--- src/rtl/spi_xfer_ctrl.sv ---
// SPI transfer sequencer: CS setup delay, TIP while counting clkgen sample pulses, CS hold delay, done/irq.
// Latency: go at edge N drives CS low from N+1 and TIP high from N+1+half; abort returns to IDLE on the next edge.
module spi_xfer_ctrl #(
  parameter int DIV_WIDTH = 16,  // must match spi_clkgen
  parameter int LEN_WIDTH = 7
) (
  input  logic                 sys_clk_i,
  input  logic                 rst_i,
  input  logic                 go_i,
  input  logic                 abort_i,
  input  logic [LEN_WIDTH-1:0] char_len_i,
  input  logic [DIV_WIDTH-1:0] divider_i,
  input  logic                 sample_i,
  input  logic                 shift_i,
  input  logic                 irq_en_i,
  input  logic                 irq_ack_i,
  output logic                 tip_o,
  output logic                 cs_o,
  output logic                 busy_o,
  output logic                 done_o,
  output logic                 irq_o,
  output logic [LEN_WIDTH-1:0] bit_cnt_o,
  output logic                 last_bit_o
);

  typedef enum logic [2:0] {
    IDLE  = 3'd0,
    SETUP = 3'd1,
    XFER  = 3'd2,
    HOLD  = 3'd3,
    DONE  = 3'd4
  } state_t;

  localparam logic [LEN_WIDTH:0] CNT_ONE = (LEN_WIDTH+1)'(1);
  localparam logic [DIV_WIDTH-1:0] DLY_ONE = DIV_WIDTH'(1);

  state_t               state_q, state_d;
  logic [LEN_WIDTH:0]   len_q, len_d;
  logic [LEN_WIDTH:0]   cnt_q, cnt_d;
  logic [DIV_WIDTH-1:0] half_q, half_d;
  logic [DIV_WIDTH-1:0] dly_q, dly_d;
  logic                 irq_q, irq_d;

  logic [DIV_WIDTH-1:0] half_w;
  logic [LEN_WIDTH:0]   eff_len_w;
  logic [LEN_WIDTH:0]   cnt_inc_w;
  logic                 irq_set_w;
  logic                 unused_shift;

  // shift is consumed by the shift-register datapath directly, not here.
  assign unused_shift = shift_i;

  assign half_w    = (divider_i[DIV_WIDTH-1:1] == '0) ? DLY_ONE : {1'b0, divider_i[DIV_WIDTH-1:1]};
  assign eff_len_w = (char_len_i == '0) ? {1'b1, {LEN_WIDTH{1'b0}}} : {1'b0, char_len_i};
  assign cnt_inc_w = cnt_q + CNT_ONE;

  always_ff @(posedge sys_clk_i or posedge rst_i) begin
    if (rst_i) begin
      state_q <= IDLE;
      len_q   <= '0;
      cnt_q   <= '0;
      half_q  <= '0;
      dly_q   <= '0;
      irq_q   <= 1'b0;
    end else begin
      state_q <= state_d;
      len_q   <= len_d;
      cnt_q   <= cnt_d;
      half_q  <= half_d;
      dly_q   <= dly_d;
      irq_q   <= irq_d;
    end
  end

  always_comb begin
    state_d   = state_q;
    len_d     = len_q;
    cnt_d     = cnt_q;
    half_d    = half_q;
    dly_d     = dly_q;
    irq_set_w = 1'b0;
    cs_o      = 1'b1;
    tip_o     = 1'b0;
    done_o    = 1'b0;
    case (state_q)
      IDLE: begin
        if (go_i && !abort_i) begin
          state_d = SETUP;
          len_d   = eff_len_w;
          half_d  = half_w;
          dly_d   = half_w - DLY_ONE;
          cnt_d   = '0;
        end
      end
      SETUP: begin
        cs_o = 1'b0;
        if (abort_i)             state_d = IDLE;
        else if (dly_q == '0)    state_d = XFER;
        else                     dly_d   = dly_q - DLY_ONE;
      end
      XFER: begin
        cs_o  = 1'b0;
        tip_o = 1'b1;
        if (abort_i) begin
          state_d = IDLE;
        end else if (sample_i) begin
          cnt_d = cnt_inc_w;
          // Wide compare so a 2**LEN_WIDTH-bit transfer terminates when bit_cnt wraps to 0.
          if (cnt_inc_w == len_q) begin
            state_d = HOLD;
            dly_d   = half_q - DLY_ONE;
          end
        end
      end
      HOLD: begin
        cs_o = 1'b0;
        if (abort_i)             state_d = IDLE;
        else if (dly_q == '0)    state_d = DONE;
        else                     dly_d   = dly_q - DLY_ONE;
      end
      DONE: begin
        state_d = IDLE;
        if (!abort_i) begin
          done_o    = 1'b1;
          irq_set_w = irq_en_i;
        end
      end
      default: state_d = IDLE;
    endcase
    // A new completion outranks an acknowledge arriving in the same cycle.
    irq_d = irq_set_w ? 1'b1 : (irq_ack_i ? 1'b0 : irq_q);
  end

  assign busy_o     = (state_q != IDLE);
  assign irq_o      = irq_q;
  assign bit_cnt_o  = cnt_q[LEN_WIDTH-1:0];
  assign last_bit_o = (state_q == XFER) && (cnt_q == len_q - CNT_ONE);

endmodule

--- config.mk ---
export PLATFORM = sky130hd
export DESIGN_NAME = spi_xfer_ctrl
export DESIGN_NICKNAME = d
export VERILOG_FILES = /design/src/rtl/spi_xfer_ctrl.sv
export SDC_FILE = /design/constraint.sdc
export NUM_CORES = 1
export LEC_CHECK = 0
export CAP_MARGIN = 20
export CORE_MARGIN = 2
export CORE_UTILIZATION = 61
export CTS_BUF_LIST = sky130_fd_sc_hd__clkbuf_8
export DETAILED_ROUTE_END_ITERATION = 6
export DONT_BUFFER_PORTS = 1
export PLACE_DENSITY = 0.77
export SYNTH_ARGS = -nofsm -noshare
export SYNTH_HDL_FRONTEND = slang
export SYNTH_SLANG_ARGS = --single-unit
--- constraint.sdc ---
create_clock -name sys_clk_i -period 3.01 [get_ports sys_clk_i]
set_clock_uncertainty 0.1 [all_clocks]
set_input_delay 0.4515 -clock sys_clk_i [delete_from_list [all_inputs] [get_ports sys_clk_i]]
set_output_delay 0.4515 -clock sys_clk_i [all_outputs]
set_load 0.02 [all_outputs]
# == Word level (Yosys, flattened, before mapping) ==
# Index checks and enable logic that the tools add are counted.
# word_totals
out_inout_bits,13
ff_bits,52
inputBits,31
# classes
eq_ne,16
n_reduce_logical,17
mux,30
addsub,5
# ops
operator,count
two-way mux 16 bit,6
case mux 16 bit (3 select lines),1
two-way mux 8 bit,4
"subtractor 16 x 1 -> 16 bit, second input constant",2
two-way mux 3 bit,8
== test 8 bit,2
logical NOT 16 bit,1
case mux 8 bit (2 select lines),1
"subtractor 15 x 1 -> 16 bit, second input constant",1
logical NOT 15 bit,1
two-way mux 15 bit,1
"inequality test 2 bit, second input constant",6
"inequality test 3 bit, second input constant",4
case mux 3 bit (4 select lines),1
"adder 8 x 1 -> 8 bit, second input constant",1
two-way mux 1 bit,8
"subtractor 8 x 1 -> 8 bit, second input constant",1
logical NOT 7 bit,1
AND reduction 7 bit,1
"== test 3 x 2 -> 1 bit, second input constant",2
nonzero test 3 bit,2
AND reduction 5 bit,1
AND reduction 4 bit,1
nonzero test 2 bit,2
other kinds (8),9

# == Logic depth before layout (Yosys ltp) ==
# depth
depth_word,6
depth_mapped,11
depth_no_buf,9

# == Worst setup path after synthesis ==
# OpenSTA, ideal clock, no wires.
# synth_path
path_kind,reg-to-reg
from,register state_q[2]
to,register dly_q[15]
slack_ns,0.339
arrival_time_ns,2.485
period_less_slack_ns,2.671
setup_ns,0.087
path_stages_with_launch,10
t_required_ns,2.823
cell_sequence,dfrtp_1 buf_6 o21ba_4 inv_2 buf_6 a222oi_1 nand4_1 or3_1 or4_1 o211ai_1
# synth_between
elab_chain_len,4
# synth_lines
item,line,text
from (decl),37,"state_t state_q, state_d;"
from (signal assigned),66,state_q <= state_d;
== test 3 x 2 -> 1 bit or == test 3 x 1 -> 1 bit (tied branches),85,case (state_q)
OR reduction 2 bit (no source line),--,
inequality test 2 bit (no source line) or nonzero test 3 bit (tied branches),--,
AND reduction 7 bit (no source line),--,
to (signal assigned),70,dly_q <= dly_d;
to (decl),41,"logic [DIV_WIDTH-1:0] dly_q, dly_d;"
# Parallel ways exist; a longest one is shown, timed or not.
# A chain may end at the register's enable or synchronous reset.

# == Worst setup path after layout ==
# layout_path
from,register state_q[0]
to,output port last_bit_o
# layout_between
elab_chain_len,2
# layout_lines
item,line,text
== test 3 x 2 -> 1 bit,137,assign last_bit_o = (state_q == XFER) && (cnt_q == len_q - CNT_ONE);
logical AND 1 bit,137,
to (decl),23,output logic last_bit_o
# No other way between the ends.

==> run summary <==
Final Slew Violations: 0
Area of the die: 5860 sq um
Fillers: 426
Fin area: 3510 sq um
Reg-to-reg endpoint: dly_q[15]
CTS tree: done
YS warnings: 0
Dpl cell area: 3340 sq um
Max-Slew Margin vs Limit: 67.3%
Avg Inst Size Synth: 9.62 sq um
Multi-input logic area: 1760 sq um
Total negative slack: 0 ns
GR Overflow Total: 0
Final Cycle Share: 93.7%
# Post-CTS Setup Buffers: 0
DR WL/cell: 17.7 um
Buffer and inverter count on the worst path: 2
Post-Synth Adder-Cell Area: 1.17%
First-pass GRT wire length: 12.4 mm
Sequential area share after synthesis: 39.7%
Register area: 1280 sq um
Distinct cells, synth: 58
Final setup margin: 0.189 ns
Largest net degree at the start of global routing: 52
Vias in the first global route: 2573
Setup WS pre-CTS: 0.238 ns
Root Driver: clkbuf_8
Deepest clock path buffer count: 2
Setup CP Type: flop to output pin
CP peak stage delay: 0.50 ns
Placer Congestion: 0.906
Syn Std Cell Area: 3210 sq um
Layout cell share with drive strength beyond 1: 19.7%
GRT Total Usage: 26.5%
Cell mode on critical path: buf_4
Post-synthesis mux area share: 7.71%
Final ANT Viol Nets: 0
#FFs+latches synth: 51
Critical Path AT: 2.27 ns
Hold Crit Class: input port to flop
Fmax: 354 MHz
CTS clk-pin slew, worst paths: 0.09 ns
Most common cell after layout, fill and taps aside: dfrtp_1
Synthesized Nets: 368
Vias: 2642
Number of diodes: 0
Final net count: 379
Cts bufs inserted: 5
Maximum vdd drop: 0.487 mV
Tmin final: 2.82 ns
R2R Path Start: state_q[2]
Crit-path cells: and2b_1 -> buf_4 -> nand2b_1 -> nor4_1 -> nand4_1 -> a21oi_1 -> buf_4
DRC viols: 0
Reg2Reg Depth: 7
Max Cap Violations: 0
Num rows: 26
Initial Util: 62.9%
CTS H-tree lvls: 2
Mean number of vias per cell: 6.35
Unrepaired setup endpoints after global routing: false
Drt initial violations: 140
Clock Latency Late Sink: 0.30 ns
CTS sink cnt: 51
Power Density: 929 nW/um^2
Crit path max-delay family: simple AND/OR/NAND/NOR gates
Final WL: 7.36 mm
Syn Inst Count: 334
Core area: 5110 sq um
DIE HEIGHT: 76.6 um
Status: complete, no violations
Main combinational cell family by area after synthesis: simple AND/OR/NAND/NOR gates
Critical Path End: last_bit_o
Async SR Flop Fraction: 100%
Hold slack: 0.139 ns
Area growth, synth to finish: 9.15%
Die width: 76.6 um
Compound-Gate Fraction of Synth Area: 17.4%
Slowest cell on the critical path: dfrtp_1
Endpoints failing setup: 0
Number of synthesized flops with an enable pin: 0
IO buf count: 0
Antenna violations before repair: 0
Critical Path RT: 2.46 ns
Simple logic cell fraction of the synthesized area: 20.5%
Leakage: 1.46 nW
Pre-antenna DRT Iters: 7
Worst Tran Pin Value: 0.486 ns
Peak fanout along the critical path: 11
Final Power: 3.26 mW
Startpoint Class: flop
Crit path launch: state_q[0]
Crit. End Element: output pin
IO Pins: 44
Final Hold Viols: 0
Dominant synthesized flop cell: dfrtp_1
Most frequent cells in the layout: dfrtp_1 (51), o21ai_0 (44), nand2_1 (26), buf_4 (24), mux2_2 (22)
R2r setup slk: 0.20 ns
Xor and xnor area share after synthesis: 7.90%
HPWL Detailed: 5.39 mm
Critical path depth: 7
## registers in the layout, indices dropped and copies added (netlist names)
signal,cells
cnt_q,8
dly_q,16
half_q,15
irq_o,1
len_q,8
state_q,3
## through the flow
stage	util [%]	instances
floorplan	-	334
global placement	65.5	406
detailed placement	65.5	406
CTS	68.1	414
global route	68.7	416
finish	68.7	416
## cell type report
type,count,area share (%)
Clock buffer,5,1.96
Clock inverter,3,1.82
Inverter,11,1.18
Multi-Input combinational cell,250,50.2
Sequential cell,51,36.4
Tap cell,70,2.50
Timing Repair Buffer,26,5.99
## cells in the mapped netlist, drive strengths merged, types with 2 or more instances
library cell | n | area (sq um)
a21o | 2 | 15.0
a21oi | 7 | 35.0
a221o | 2 | 20.0
a222oi | 4 | 40.0
a22oi | 4 | 30.0
and3 | 3 | 18.8
buf | 14 | 106
clkbuf | 8 | 30.0
dfrtp | 51 | 1280
ha | 3 | 37.5
inv | 11 | 41.3
mux2 | 22 | 248
nand2 | 26 | 97.6
nand3 | 10 | 50.1
nand4 | 6 | 43.8
nor2 | 11 | 41.3
nor2b | 7 | 43.8
nor3 | 6 | 30.0
nor3b | 2 | 15.0
nor4 | 11 | 68.8
nor4b | 4 | 35.0
o211ai | 6 | 45.0
o21ai | 44 | 220
o221ai | 2 | 17.5
o31ai | 5 | 37.5
or3b | 5 | 43.8
or4b | 5 | 50.1
xnor2 | 16 | 140
xor2 | 13 | 114
## power by group
| part | internal (mW) | total, mW | switching [mW] | leakage (nW) |
|---|---|---|---|---|
| combinational | 0.724 | 1.53 | 0.802 | 0.756 |
| sequential | 0.947 | 1.18 | 0.236 | 0.638 |
| clock | 0.329 | 0.550 | 0.221 | 0.0695 |
| total | 2.00 | 3.26 | 1.26 | 1.46 |
## how the worst min path moves through the flow
stage	endpoint	startpoint	cells after the start	slack (ns)
CTS	irq_o	irq_ack_i	1	0.13
finish	irq_o	irq_ack_i	1	0.14
detailed placement	half_q[2]	half_q[2]	2	0.38
floorplan	half_q[2]	half_q[2]	2	0.35
global route	irq_o	irq_ack_i	1	0.14
global placement	half_q[2]	half_q[2]	2	0.37
## metal layers
layer	vias up	wire [um]	track usage, %
met5	-	0	0
met4	0	223	12.0
met3	21	387	5.09
met2	93	3660	43.9
met1	1269	3080	33.7
li1	1259	-	-
## logic make-up (layout without fill, tap and decap cells)
logic type | count (synthesis) | in the layout
XOR/XNOR | 29 | 29
buffers and inverters | 33 | 45
AND/OR/NAND/NOR | 109 | 109
AO/OA/AOI/OAI | 87 | 87
multiplexers | 22 | 22
adder cells (fa/ha/maj) | 3 | 3
flip-flops | 51 | 51
## repair_timing
action | 4_1_cts | 5_1_grt
endpoints found under the hold margin | 0 | 18
hold buffers | 0 | 1
resized for setup | 0 | 0
setup endpoints to repair | 0 | 0
Note: power is estimated with default switching activity, not from simulation.
